`src/rtl/hwpf_pkg.sv`:
```
// Shared types and default configuration for the prefetch issue controller.
package hwpf_pkg;

   localparam int unsigned DEF_ADDR_WIDTH   = 40;
   localparam int unsigned DEF_LINE_OFFSET  = 6;
   localparam int unsigned DEF_PF_MAX_OUTST = 4;
   localparam int unsigned DEF_STARVE_LIMIT = 16;

   localparam int unsigned DEF_LINE_WIDTH = DEF_ADDR_WIDTH - DEF_LINE_OFFSET;
   localparam int unsigned DEF_SLOT_WIDTH = $clog2(DEF_PF_MAX_OUTST);

   // Line address and in-flight slot index for the default configuration.
   typedef logic [DEF_LINE_WIDTH-1:0] line_addr_t;
   typedef logic [DEF_SLOT_WIDTH-1:0] pf_slot_t;

   // Output register occupancy: empty, holding a demand, holding a prefetch.
   typedef enum logic [1:0] {
      IDLE     = 2'd0,
      HOLD_DMD = 2'd1,
      HOLD_PF  = 2'd2
   } issue_state_e;

endpackage

```
`src/rtl/hwpf_inflight_table.sv`:
```
// Table of in-flight prefetch lines: lowest-free allocation, two free ports,
// line lookup and a registered occupancy count.
module hwpf_inflight_table
   import hwpf_pkg::*;
#(
   parameter int unsigned NUM_SLOTS  = DEF_PF_MAX_OUTST,
   parameter int unsigned LINE_WIDTH = DEF_LINE_WIDTH,
   localparam int unsigned SW        = $clog2(NUM_SLOTS)
) (
   input  logic                  clk,
   input  logic                  rst_n,
   input  logic                  alloc,
   input  logic [LINE_WIDTH-1:0] alloc_line,
   input  logic                  rsp_free,
   input  logic [SW-1:0]         rsp_id,
   input  logic                  flush_free,
   input  logic [SW-1:0]         flush_id,
   input  logic [LINE_WIDTH-1:0] lookup_line,
   output logic                  slot_avail,
   output logic [SW-1:0]         free_slot,
   output logic                  hit,
   output logic [SW:0]           count
);

   logic [NUM_SLOTS-1:0]  valid;
   logic [NUM_SLOTS-1:0]  valid_next;
   logic [LINE_WIDTH-1:0] line [NUM_SLOTS];
   logic [SW:0]           count_next;

   // Lowest-index free slot search.
   always_comb begin
      slot_avail = 1'b0;
      free_slot  = '0;
      for (int unsigned i = 0; i < NUM_SLOTS; i++) begin
         if (!valid[i] && !slot_avail) begin
            slot_avail = 1'b1;
            free_slot  = SW'(i);
         end
      end
   end

   // Match the candidate line against every occupied slot.
   always_comb begin
      hit = 1'b0;
      for (int unsigned i = 0; i < NUM_SLOTS; i++) begin
         if (valid[i] && (line[i] == lookup_line)) hit = 1'b1;
      end
   end

   // Frees are applied before the allocation so an ignored free of the
   // slot being allocated cannot cancel the reservation.
   always_comb begin
      valid_next = valid;
      if (rsp_free)   valid_next[rsp_id]    = 1'b0;
      if (flush_free) valid_next[flush_id]  = 1'b0;
      if (alloc)      valid_next[free_slot] = 1'b1;
      count_next = '0;
      for (int unsigned i = 0; i < NUM_SLOTS; i++) begin
         count_next = count_next + (SW+1)'(valid_next[i]);
      end
   end

   // Slot state and occupancy count registers.
   always_ff @(posedge clk) begin
      if (!rst_n) begin
         valid <= '0;
         count <= '0;
      end else begin
         valid <= valid_next;
         count <= count_next;
      end
   end

   // Line storage; contents are only meaningful while the slot is valid.
   always_ff @(posedge clk) begin
      if (alloc) line[free_slot] <= alloc_line;
   end

endmodule

```
`src/rtl/hwpf_issue_ctrl.sv`:
```
// Shares the L2 miss request port between demand misses and prefetches:
// demand priority, outstanding-prefetch throttle, dedup and anti-starvation.
module hwpf_issue_ctrl
   import hwpf_pkg::*;
#(
   parameter int unsigned ADDR_WIDTH   = DEF_ADDR_WIDTH,
   parameter int unsigned LINE_OFFSET  = DEF_LINE_OFFSET,
   parameter int unsigned PF_MAX_OUTST = DEF_PF_MAX_OUTST,
   parameter int unsigned STARVE_LIMIT = DEF_STARVE_LIMIT,
   localparam int unsigned SW          = $clog2(PF_MAX_OUTST)
) (
   input  logic                  clk_i,
   input  logic                  rst_ni,
   input  logic                  flush_i,
   input  logic                  enable_i,
   input  logic                  pf_valid_i,
   input  logic [ADDR_WIDTH-1:0] pf_addr_i,
   output logic                  pf_read_o,
   input  logic                  dmd_valid_i,
   input  logic [ADDR_WIDTH-1:0] dmd_addr_i,
   output logic                  dmd_ready_o,
   output logic                  mem_req_valid_o,
   output logic [ADDR_WIDTH-1:0] mem_req_addr_o,
   output logic                  mem_req_is_pf_o,
   output logic [SW-1:0]         mem_req_id_o,
   input  logic                  mem_req_ready_i,
   input  logic                  mem_rsp_valid_i,
   input  logic                  mem_rsp_is_pf_i,
   input  logic [SW-1:0]         mem_rsp_id_i,
   output logic [SW:0]           pf_inflight_o,
   output logic                  pf_drop_o
);

   localparam int unsigned LINE_WIDTH = ADDR_WIDTH - LINE_OFFSET;
   localparam int unsigned CNT_WIDTH  = $clog2(STARVE_LIMIT + 1);

   issue_state_e          state;
   logic [CNT_WIDTH-1:0]  starve_cnt;
   logic [LINE_WIDTH-1:0] pf_line;
   logic [LINE_WIDTH-1:0] dmd_line;
   logic [LINE_WIDTH-1:0] held_line;
   logic                  handshake;
   logic                  can_load;
   logic                  flush_drop;
   logic                  pf_cand;
   logic                  starved;
   logic                  pf_wins;
   logic                  pf_dup;
   logic                  take_dmd;
   logic                  pop;
   logic                  load_pf;
   logic                  slot_avail;
   logic [SW-1:0]         free_slot;
   logic                  tbl_hit;
   logic                  unused_offsets;

   assign pf_line        = pf_addr_i[ADDR_WIDTH-1:LINE_OFFSET];
   assign dmd_line       = dmd_addr_i[ADDR_WIDTH-1:LINE_OFFSET];
   assign held_line      = mem_req_addr_o[ADDR_WIDTH-1:LINE_OFFSET];
   assign unused_offsets = ^{pf_addr_i[LINE_OFFSET-1:0], dmd_addr_i[LINE_OFFSET-1:0]};

   // Load arbitration: demand first unless the prefetch has starved.
   // Combinational handshakes are gated by rst_ni so all outputs read 0
   // while reset is held.
   always_comb begin
      handshake  = mem_req_valid_o & mem_req_ready_i;
      can_load   = (state == IDLE) | handshake;
      flush_drop = flush_i & (state == HOLD_PF) & ~handshake;
      pf_cand    = enable_i & pf_valid_i & slot_avail & ~flush_i;
      starved    = (starve_cnt >= CNT_WIDTH'(STARVE_LIMIT));
      pf_wins    = pf_cand & (~dmd_valid_i | starved);
      pf_dup     = tbl_hit
                 | (mem_req_valid_o & (held_line == pf_line))
                 | (dmd_valid_i & (dmd_line == pf_line));
      take_dmd   = rst_ni & can_load & dmd_valid_i & ~pf_wins;
      pop        = rst_ni & can_load & pf_wins;
      load_pf    = pop & ~pf_dup;
      dmd_ready_o = take_dmd;
      pf_read_o   = pop;
      pf_drop_o   = pop & pf_dup;
   end

   hwpf_inflight_table #(
      .NUM_SLOTS  (PF_MAX_OUTST),
      .LINE_WIDTH (LINE_WIDTH)
   ) u_table (
      .clk         (clk_i),
      .rst_n       (rst_ni),
      .alloc       (load_pf),
      .alloc_line  (pf_line),
      .rsp_free    (mem_rsp_valid_i & mem_rsp_is_pf_i),
      .rsp_id      (mem_rsp_id_i),
      .flush_free  (flush_drop),
      .flush_id    (mem_req_id_o),
      .lookup_line (pf_line),
      .slot_avail  (slot_avail),
      .free_slot   (free_slot),
      .hit         (tbl_hit),
      .count       (pf_inflight_o)
   );

   // Starvation counter: counts cycles a ready prefetch lost to demand.
   always_ff @(posedge clk_i) begin
      if (!rst_ni) begin
         starve_cnt <= '0;
      end else if (pf_cand & take_dmd) begin
         starve_cnt <= starve_cnt + CNT_WIDTH'(1);
      end else begin
         starve_cnt <= '0;
      end
   end

   // Issue FSM with the output request register; a new request may be
   // loaded in the same cycle the held one handshakes.
   always_ff @(posedge clk_i) begin
      if (!rst_ni) begin
         state           <= IDLE;
         mem_req_valid_o <= 1'b0;
         mem_req_addr_o  <= '0;
         mem_req_is_pf_o <= 1'b0;
         mem_req_id_o    <= '0;
      end else if (take_dmd) begin
         state           <= HOLD_DMD;
         mem_req_valid_o <= 1'b1;
         mem_req_addr_o  <= {dmd_line, {LINE_OFFSET{1'b0}}};
         mem_req_is_pf_o <= 1'b0;
         mem_req_id_o    <= '0;
      end else if (load_pf) begin
         state           <= HOLD_PF;
         mem_req_valid_o <= 1'b1;
         mem_req_addr_o  <= {pf_line, {LINE_OFFSET{1'b0}}};
         mem_req_is_pf_o <= 1'b1;
         mem_req_id_o    <= free_slot;
      end else if (handshake | flush_drop) begin
         state           <= IDLE;
         mem_req_valid_o <= 1'b0;
         mem_req_addr_o  <= '0;
         mem_req_is_pf_o <= 1'b0;
         mem_req_id_o    <= '0;
      end
   end

endmodule

```
`config.mk`:
```
export PLATFORM = sky130hd
export DESIGN_NAME = hwpf_issue_ctrl
export DESIGN_NICKNAME = d
export VERILOG_FILES = /design/src/rtl/hwpf_pkg.sv /design/src/rtl/hwpf_inflight_table.sv /design/src/rtl/hwpf_issue_ctrl.sv
export SDC_FILE = /design/constraint.sdc
export NUM_CORES = 1
export LEC_CHECK = 0
export CORE_ASPECT_RATIO = 0.9
export CORE_UTILIZATION = 45
export CTS_CLUSTER_DIAMETER = 200
export DETAILED_ROUTE_END_ITERATION = 16
export GPL_TIMING_DRIVEN = 0
export PLACE_DENSITY = 0.76
export SYNTH_ARGS = -nofsm -noshare
export SYNTH_HDL_FRONTEND = slang
export SYNTH_SLANG_ARGS = --single-unit
```
`constraint.sdc`:
```
create_clock -name clk_i -period 5.1 [get_ports clk_i]
set_input_delay 1.02 -clock clk_i [delete_from_list [all_inputs] [get_ports clk_i]]
set_output_delay 1.02 -clock clk_i [all_outputs]
set_load 0.005 [all_outputs]
```
# == Yosys cells after proc, flatten, opt, wreduce, memory -nomap -nowiden ==
# Memory sizes are Yosys's and may differ from the RTL's.
# Cells that the tools add are included.
# Widths: inputs -> output; s select.
# totals
regBits,52
latchBits,0
mem_bits_rw,136
romBits,0
elab_cells,113
memories,1
# classes
n_addsub,4
n_mul,0
n_div,0
n_lt_le_gt_ge,7
n_eq_ne,7
shift,0
n_mux,32
bitwise_logic,33
n_reduce_logical,20
# memory_table
name,words,word_bits,read_ports,rd_clocked_by_memory_dff,wr,line_no,source
u_table.line,4,34,4,0,1,hwpf_inflight_table.sv:27,logic [LINE_WIDTH-1:0] line [NUM_SLOTS];
# ops
cell,n
$eq 34x34->1,6
$mux 40,3
$mux 1,18
$and 1x1->1,17
$mux 4,3
$logic_and 1x1->1,10
$mux 2,5
$lt 2x3->1 const B,3
$and 4x4->4,2
$not 4->4,2
$add 3x1->3,2
$demux 1 s2,3
$ge 2x1->1 const B,3
$not 1->1,6
$add 5x1->5 const B,1
$ge 5x5->1 const B,1
$logic_not 1->1,5
$or 1x1->1,5
$or 4x4->4,1
$reduce_bool 3->1,1
$add 1x1->2,1
$eq 2x2->1 const B,1
$logic_not 2->1,1
$reduce_and 2->1,1
2 further kinds,2

# == Longest topological paths before layout ==
# Gate-level depths: netlist (run 1).
# depth
word_depth,18
mapped_depth,16
depth_no_buf,13

# == Hierarchy ==
# Synthesis (run 1) repeated with hierarchy kept, for this count alone.
# hier_totals
cells_unflattened,719
area_unflattened_um2,9422.8
# by_module_without_submodules
module,instances,cells_per_inst,area_each_um2
hwpf_inflight_table,1,388,6307.3
hwpf_issue_ctrl,1,331,3115.5

# == Worst setup path before layout (run 1) ==
# Ideal clock, no wire load.
# synth_timing
kind,input to register
from,input port pf_addr_i[33]
to,memory u_table.line[0][0] (netlist name) (enable)
setup_ns,0.425
arrival_time_ns,3.901
slack_ns,0.774
stages,10
path_buffers,3
path_cell_list,buf_2 xnor2_1 nand4_1 nor3_1 and4_1 buf_2 nor2_2 nand3_4 buf_4 nor2_1
# synth_between
elab_chain_cells,12
word_cells_on_any_way,22
classes_between,6 x eq/ne; 6 x mux; 6 x bitwise; 4 x reduce/logical
# synth_lines
element,line_no,source
"start, declared",hwpf_issue_ctrl.sv:17,"input logic [ADDR_WIDTH-1:0] pf_addr_i,"
$eq 34x34->1,hwpf_inflight_table.sv:46,if (valid[i] && (line[i] == lookup_line)) hit = 1'b1;
$logic_and 1x1->1,hwpf_inflight_table.sv:46,
$mux 1 (4 in a row),hwpf_inflight_table.sv:46,
$or 1x1->1,hwpf_issue_ctrl.sv:73,| (mem_req_valid_o & (held_line == pf_line))
$or 1x1->1 (*),hwpf_issue_ctrl.sv:74,| (dmd_valid_i & (dmd_line == pf_line));
$not 1->1 (*),hwpf_issue_ctrl.sv:77,load_pf = pop & ~pf_dup;
$and 1x1->1 (*),hwpf_issue_ctrl.sv:77,
$mux 1 (*),hwpf_inflight_table.sv:76,if (alloc) line[free_slot] <= alloc_line;
$mux 1 (not written as such) (*),hwpf_inflight_table.sv:76,
"end, declared",hwpf_inflight_table.sv:27,
# Every way passes the cells marked *; elsewhere a longest branch is shown, timed or not.

# == Worst setup path after layout (run 1) ==
# layout_timing
from,input port mem_req_ready_i
to,output port dmd_ready_o
# layout_between
elab_chain_cells,5
# layout_lines
element,line_no,source
"start, declared",hwpf_issue_ctrl.sv:26,"input logic mem_req_ready_i,"
$and 1x1->1,hwpf_issue_ctrl.sv:66,handshake = mem_req_valid_o & mem_req_ready_i;
$or 1x1->1,hwpf_issue_ctrl.sv:67,can_load = (state == IDLE) | handshake;
$and 1x1->1 (3 in a row),hwpf_issue_ctrl.sv:75,take_dmd = rst_ni & can_load & dmd_valid_i & ~pf_wins;
"end, declared",hwpf_issue_ctrl.sv:21,"output logic dmd_ready_o,"
# Every way passes these cells.

==> results by group, run 1 <==
Status
  – Run status: completed

Floorplan
  – Io pins: ~140
  – Core footprint: 21800 µm²
  – Die X: about 160 µm
  – Chip height: 144 µm
  – Row cnt: 51
  – Initial Utilization: around 46%
  – DIE AREA: between 20000 and 25000 µm²

Final layout
  – Fillcell total: roughly 1.8k
  – Fin nets: roughly 1.1k
  – Area delta synth->final: 24.1%
  – Fin util: between 50 and 60%
  – Multi-input logic area: between 4000 and 5000 µm²
  – ANT cells: 0
  – Non-Filler Instances: 1333
  – Layout cells sized above 1: around 15%
  – FF/Latch Area: around 5100 µm²

Drt
  – Drt drc: 0
  – Total routed wirelength: about 33000 µm
  – Drt wl/cell: 25.0 µm
  – Iteration count of the initial detailed-routing pass: 6
  – Vias per cell: 6.01
  – Detailed Route Iter0 Violations: ~860
  – Via count: roughly 8k
  – Antenna-violating nets left: 0

Place
  – GP Congestion: between 0.9 and 1
  – Port Buffers: between 100 and 150
  – Hpwl dp: 25200 µm
  – Placed cell count: between 1k and 1.5k

Clock tree
  – Hold buffers post-CTS: 0
  – Skew-Pair Late Insertion Delay: 0.45 ns
  – Root buffer cell: clkbuf_16
  – CTS Buffer Depth: 2
  – Clock tree from TritonCTS: yes
  – CTS Sinks: approximately 190
  – H-Tree Level Count: 4
  – Clock Pin Slew Worst Setup and Hold Paths: around 0.07 ns
  – CTS Buf Count: 17

Worst setup path
  – Crit path kind: input port to output pin
  – Buf+Inv Stages, Crit Path: 4
  – Setup slack, reg-to-reg: approximately 1.3 ns
  – Required time of the critical path: 4.08 ns
  – Crit Path Max Fanout: 10
  – Worst Setup End Kind: output pin
  – Slowest cell on the critical path: clkdlybuf4s50_1
  – Worst-path cell chain: clkdlybuf4s50_1, and2_1, o21ai_1, a211oi_1, buf_2, buf_1, clkdlybuf4s50_1
  – WP data arrival: 3.75 ns
  – Worst Setup Start Kind: input port
  – CP max stage delay: between 0.5 and 0.6 ns
  – Crit path max-delay family: buffers and inverters
  – Worst path most repeated cell: clkdlybuf4s50_1

Synthesis
  – Yosys cell types: ~60
  – Post-Syn Area: 10100 µm²
  – Synth top area share: 40.4%
  – Ys Warns: 0
  – Cell taking the most area after synthesis: edfxtp_1
  – Area contributors post-synth: edfxtp_1 40%, xnor2_1 12%, dfxtp_1 10%
  – Register bit count reported by yosys: 187
  – Mean area per synthesized cell: roughly 12 µm²
  – Cells after synthesis: a little under 900
  – Register area share after synthesis: between 50% and 60%

STA
  – Share of the cycle needed by the critical path after routing: 93.5%
  – Crit path time final: 4.77 ns
  – Total Neg Setup Slack: 0 ns
  – Worst-Margin Slew: 1.11 ns
  – Final Hold Viols: 0
  – RSZ-0062 raised after global routing: no
  – Final Setup Violations: 0
  – Achievable frequency: approximately 0.21 GHz
  – Slew Viols, Final: 0
  – Clock Skew: roughly 0.015 ns
  – Slew HR: roughly a quarter

Global route
  – GRT overflow: 0
  – GRT Total Usage: approximately 29%
  – Initial antenna violation count: 0
  – First-pass GRT wire length: 48700 µm
  – Vias in the first global route: around 7.6k
  – Largest net degree at the start of global routing: 35

Power
  – Pwr Density: around 300 nW/µm²
  – Logic pwr share: 16.4%
  – Flop pwr share: a little under half
  – P_sw: slightly above 1 mW
  – Clk pwr share: a little under two fifths
  – Sw Share: about 27%
  – Leakage power: just over 4 nW
  – Internal: 2.73 mW
  – VDD IR-drop max: a little under 200 µV

Flow run
  – Max-cap violations: 0

Hold path
  – Worst hold path class: flop to flop
kinds of logic (layout without fill, tap and decap cells):
logic type	Yosys count	count (layout)	synth area share [%]
simple gates	292	292	16.2
xor+xnor	194	194	16.9
flops	187	187	50.5
compound gates	103	103	10.4
buf+inv	97	256	5.45
fa+ha+maj	4	4	0.569
other cells	1	6	0.0371
layout make-up:
| type | count | area share (%) |
|---|---|---|
| sequential | 187 | 40.7 |
| multi-input combinational | 599 | 36.2 |
| timing repair buffer | 127 | 10.1 |
| buffer | 76 | 4.56 |
| clock buffer | 17 | 3.39 |
| tap | 291 | 2.90 |
| clock inverter | 15 | 1.61 |
| inverter | 21 | 0.628 |
registers in the layout (all words and copies together), names as in the netlist:
signal	flops
u_table.line	136
mem_req_addr_o	34
starve_cnt	5
u_table.valid	4
u_table.count	3
mem_req_id_o	2
mem_req_is_pf_o	1
mem_req_valid_o	1
state	1
layer usage:
metal / vias up / wire length [µm] / GRT usage [%]
met3: 44 / 3580 / 7.40
met5: - / 0 / 0
met4: 0 / 646 / 9.17
met1: 3910 / 14600 / 41.8
li1: 3578 / - / -
met2: 481 / 14500 / 43.5
final timing paths:
path,start,cells after the start,end
setup / recovery,mem_req_ready_i,7,dmd_ready_o
hold / removal,starve_cnt[0],1,starve_cnt[0]
setup reg to reg,mem_req_addr_o[7],14,u_table.count[1]
hold reg to reg,starve_cnt[0],1,starve_cnt[0]
cell usage in the layout, fill, tap and decap left out, drive strengths merged, types with 6 or more instances in the layout:
cell type,n
buf,58
nand2b,18
nand3,10
a21oi,9
and2,6
nand2,46
a221oi,34
clkbuf,40
nor2,20
nor4,34
xor2,51
dfxtp,51
clkdlybuf4s50,104
edfxtp,136
xnor2,143
dlygate4sd2,14
nand4,66
nor3,72
a22oi,34
inv,28
conb,6
repair_timing:
action | in CTS | in global routing
buffers inserted | 4 | 0
gates resized for setup | 50 | 10
pin swaps | 5 | 5
setup endpoints to repair | 1 | 1
worst register-to-register path: stages (launching register included):
cell,delay (ns)
dfxtp_1,0.36
xnor2_1,0.37
or3b_1,0.45
or4_1,0.58
and4_4,0.22
buf_6,0.12
buf_2,0.19
a41oi_2,0.23
inv_1,0.06
ha_1,0.27
inv_1,0.05
fa_1,0.42
inv_1,0.06
ha_1,0.21
and2_1,0.15
cells in the mapped netlist, drive strengths merged:
cell	instances
xnor2	143
edfxtp	136
nor3	72
nand4	66
buf	55
dfxtp	51
xor2	51
nand2	46
a221oi	34
a22oi	34
nor4	34
clkbuf	21
inv	21
nor2	20
nand2b	18
nand3	10
a21oi	9
and2	6
o2111ai	5
o21ai	5
or4	5
a31oi	4
ha	3
nand4b	3
nor4b	3
o311ai	3
and4	2
o221ai	2
o31ai	2
or3b	2
a211oi	1
a22o	1
a31o	1
a41oi	1
and3	1
and4b	1
conb	1
fa	1
nand3b	1
nor2b	1
o22ai	1
or2	1
power groups by stage:
stage                     clock network (mW)  registers [mW]  logic [mW]
final                                   1.44            1.70       0.617
after global routing                    1.50            1.71       0.649
after CTS                               1.44            1.70       0.604
after detailed placement                   0            1.74       0.588
after global placement                     0            1.74       0.587
after floorplan                            0            1.73       0.321
stage by stage:
stage	area, µm²	total power [mW]	hold slack, ns	setup WS [ns]
after floorplan	10100	2.05	0.418	0.774
after global placement	11700	2.32	0.436	-1.45
after detailed placement	11700	2.32	0.441	-0.544
after CTS	12500	3.75	0.459	0.00244
after global routing	12600	3.85	0.474	0.181
final	12600	3.76	0.458	0.331
(Power assumes the default switching activity.)
==> run 2, diff against run 1 <==
--- a/config.mk
+++ b/config.mk
@@ -6,11 +6,11 @@
 export NUM_CORES = 1
 export LEC_CHECK = 0
 export CORE_ASPECT_RATIO = 0.9
-export CORE_UTILIZATION = 45
+export CORE_UTILIZATION = 56
 export CTS_CLUSTER_DIAMETER = 200
 export DETAILED_ROUTE_END_ITERATION = 16
 export GPL_TIMING_DRIVEN = 0
-export PLACE_DENSITY = 0.76
+export PLACE_DENSITY = 0.89
 export SYNTH_ARGS = -nofsm -noshare
 export SYNTH_HDL_FRONTEND = slang
 export SYNTH_SLANG_ARGS = --single-unit
==> results by group, run 2 (same netlist as run 1, synthesis figures left out) <==
Final layout
  – Non-Filler Instances: 1283 (was 1333)
  – Highest-count cells in the layout ignoring fill and taps: 141 x xnor2_1, 136 x edfxtp_1, 108 x clkdlybuf4s50_1, 69 x nor3_1, 66 x nand4_1 (was 141 x xnor2_1, 136 x edfxtp_1, 104 x clkdlybuf4s50_1, 70 x nor3_1, 66 x nand4_1)
  – Fin nets: 1125 (was 1124)
  – ANT cells: 0 (unchanged)
  – Max reg flops: 136 (unchanged)
  – Largest Register: u_table.line (unchanged)
  – Fillcell total: 1301 (was 1849)
  – Layout cells sized above 1: 15.1% (was 14.9%)
  – Largest registers: u_table.line: 136 flops, mem_req_addr_o: 34 flops, starve_cnt: 5 flops (unchanged)
  – Area delta synth->final: 23.6% (was 24.1%)
  – Commonest non-fill, non-tap cell in the layout: xnor2_1 (unchanged)

Power
  – Flop pwr share: 46.0% (was 45.4%)
  – P_sw: 1.06 mW (was 1.03 mW)
  – Internal: 2.64 mW (was 2.73 mW)
  – Sw Share: 28.7% (was 27.4%)
  – Logic pwr share: 16.8% (was 16.4%)
  – Pwr Density: 296 nW/µm² (was 299 nW/µm²)
  – Leakage power: 4.06 nW (was 4.08 nW)
  – Clk pwr share: 37.2% (was 38.2%)
  – VDD IR-drop max: 222 µV (was 197 µV)

Drt
  – Drt wl/cell: 26.4 µm (was 25.0 µm)
  – Total routed wirelength: 33800 µm (was 33400 µm)
  – Detailed Route Iter0 Violations: 1094 (was 864)
  – Drt drc: 0 (unchanged)
  – Iteration count of the initial detailed-routing pass: 7 (was 6)
  – Antenna-violating nets left: 0 (unchanged)
  – Vias per cell: 6.48 (was 6.01)
  – Via count: 8315 (was 8013)

STA
  – Crit path time final: 5.04 ns (was 4.77 ns)
  – RSZ-0062 raised after global routing: no (unchanged)
  – Slew HR: 42.3% (was 25.5%)
  – Final Setup Violations: 0 (unchanged)
  – Clock Skew: 0.0103 ns (was 0.0152 ns)
  – Achievable frequency: 0.198 GHz (was 0.210 GHz)
  – Total Neg Setup Slack: 0 ns (unchanged)
  – Worst-Margin Slew: 0.864 ns (was 1.11 ns)
  – Slew Viols, Final: 0 (unchanged)
  – Final Hold Viols: 0 (unchanged)
  – Share of the cycle needed by the critical path after routing: 98.9% (was 93.5%)

Worst setup path
  – Setup slack, reg-to-reg: 1.31 ns (was 1.27 ns)
  – Slowest cell on the critical path: clkdlybuf4s50_1 (unchanged)
  – Crit Path Max Fanout: 8 (was 10)
  – Reg2Reg Depth: 15 (was 14)
  – Worst Setup End Kind: output pin (unchanged)
  – Required time of the critical path: 4.08 ns (about the same)
  – WP data arrival: 4.02 ns (was 3.75 ns)
  – Worst Setup Start Kind: input port (unchanged)
  – CP max stage delay: 0.62 ns (was 0.58 ns)
  – Crit path kind: input port to output pin (unchanged)
  – Worst r2r src: mem_req_addr_o[21] (was mem_req_addr_o[7])
  – Worst-path cell chain: clkdlybuf4s50_1, buf_4, xnor2_1, nand2_1, or3b_2, nor4_1, a31oi_2, a31oi_2, clkdlybuf4s50_1 (was clkdlybuf4s50_1, and2_1, o21ai_1, a211oi_1, buf_2, buf_1, clkdlybuf4s50_1)
  – Worst R2R End: u_table.count[1] (unchanged)

Global route
  – First-pass GRT wire length: 49200 µm (was 48700 µm)
  – GRT Total Usage: 37.4% (was 29.3%)
  – GRT overflow: 0 (unchanged)
  – Initial antenna violation count: 0 (unchanged)
  – Largest net degree at the start of global routing: 35 (unchanged)
  – Vias in the first global route: 7724 (was 7625)

Flow run
  – Max-cap violations: 0 (unchanged)

Clock tree
  – H-Tree Level Count: 4 (unchanged)
  – Clock Pin Slew Worst Setup and Hold Paths: 0.08 ns (was 0.07 ns)
  – CTS Sinks: 187 (unchanged)
  – Root buffer cell: clkbuf_16 (unchanged)
  – Skew-Pair Late Insertion Delay: 0.45 ns (about the same)
  – CTS Buffer Depth: 2 (unchanged)
  – Clock tree from TritonCTS: yes (unchanged)
  – CTS Buf Count: 17 (unchanged)

Hold path
  – WHS Path Cells: 1 (unchanged)
  – Hold Startpoint: starve_cnt[0] (unchanged)
  – Worst min-delay path endpoint: starve_cnt[0] (unchanged)
  – Worst hold path class: flop to flop (unchanged)

Floorplan
  – Io pins: 141 (unchanged)
  – Chip height: 130 µm (was 144 µm)
  – Row cnt: 46 (was 51)
  – DIE AREA: 18600 µm² (was 23100 µm²)
  – Core footprint: 17700 µm² (was 21800 µm²)
  – Die X: 144 µm (was 160 µm)
  – Initial Utilization: 57.3% (was 46.4%)

Place
  – Hpwl dp: 25300 µm (was 25200 µm)
  – GP Congestion: 1.00 (was 0.971)
  – Placed cell count: 1247 (was 1297)
  – Port Buffers: 122 (unchanged)

Status
  – Run status: completed (unchanged)
[run 2: changes by cell type in the layout (fill, tap and decap cells not counted), moves of 2 or more]
cell | previous run | this run
clkdlybuf4s50_1 | 104 | 108
inv_6 | 4 | 2
nor4_2 | 3 | 1
dlymetal6s2s_1 | 4 | 2
dlygate4sd2_1 | 14 | 12
bufinv_16 | 3 | 1
buf_6 | 26 | 23
inv_8 | 3 | 6
buf_16 | 0 | 2
[run 2: final cells by class]
cell class	instances	area (µm²)	area share, %
multi-input cells	599	4560	36.5
flip-flops and latches	187	5100	40.8
plain buffers	76	558	4.46
repair buffers	128	1300	10.4
clock buffers	17	425	3.40
clock inverters	15	175	1.40
well taps	240	300	2.40
inverters	21	78.8	0.631
[run 2: power groups by stage]
stage	sequential [mW]	clock, mW	combinational (mW)
5_1_grt	1.71	1.42	0.650
2_1_floorplan	1.73	0	0.321
4_1_cts	1.70	1.36	0.603
6_report	1.70	1.38	0.623
3_5_place_dp	1.74	0	0.588
3_3_place_gp	1.73	0	0.582
[run 2: timing repair]
action	CTS	global route
hold buffers	0	0
pin swaps	5	6
gates resized for setup	43	15
setup buffers	4	0
setup endpoints to repair	1	1
[run 2: routing by layer]
metal | up-vias | wire length (µm) | global-route usage (%) | part of all wire (%)
met1 | 4044 | 14100 | 55.3 | 42
met4 | 0 | 1030 | 13.4 | 3.0
met5 | - | 0 | 0 | 0
met2 | 615 | 14800 | 55.1 | 44
met3 | 79 | 3920 | 6.91 | 12
li1 | 3577 | - | - | -
[run 2: worst max-delay path by stage]
stage | to | startpoint | cells after the start
5_1_grt | pf_drop_o | pf_addr_i[18] | 10
3_5_place_dp | pf_drop_o | pf_addr_i[33] | 10
3_3_place_gp | u_table.line[0][14] | pf_addr_i[37] | 11
6_report | pf_drop_o | pf_addr_i[6] | 9
2_1_floorplan | u_table.line[0][0] | pf_addr_i[33] | 10
4_1_cts | pf_drop_o | pf_addr_i[21] | 10
[run 2: critical path, delay by kind of cell]
family                 cells  cell delay (ns)
buffers and inverters      3             1.41
AO/OA/AOI/OAI              2             0.45
AND/OR/NAND/NOR            3             0.96
XOR/XNOR                   1             0.17
[run 2: metrics by stage]
step                total power, mW  utilization, %  hold WS (ns)  area (µm²)  setup slack (ns)
floorplan                      2.05               -         0.418       10100             0.774
global placement               2.32            66.0         0.433       11700             -1.54
detailed placement             2.32            66.3         0.459       11700            -0.454
CTS                            3.67            70.5         0.471       12500           0.00216
global route                   3.78            70.7         0.505       12500            0.0239
finish                         3.70            70.7         0.467       12500            0.0555
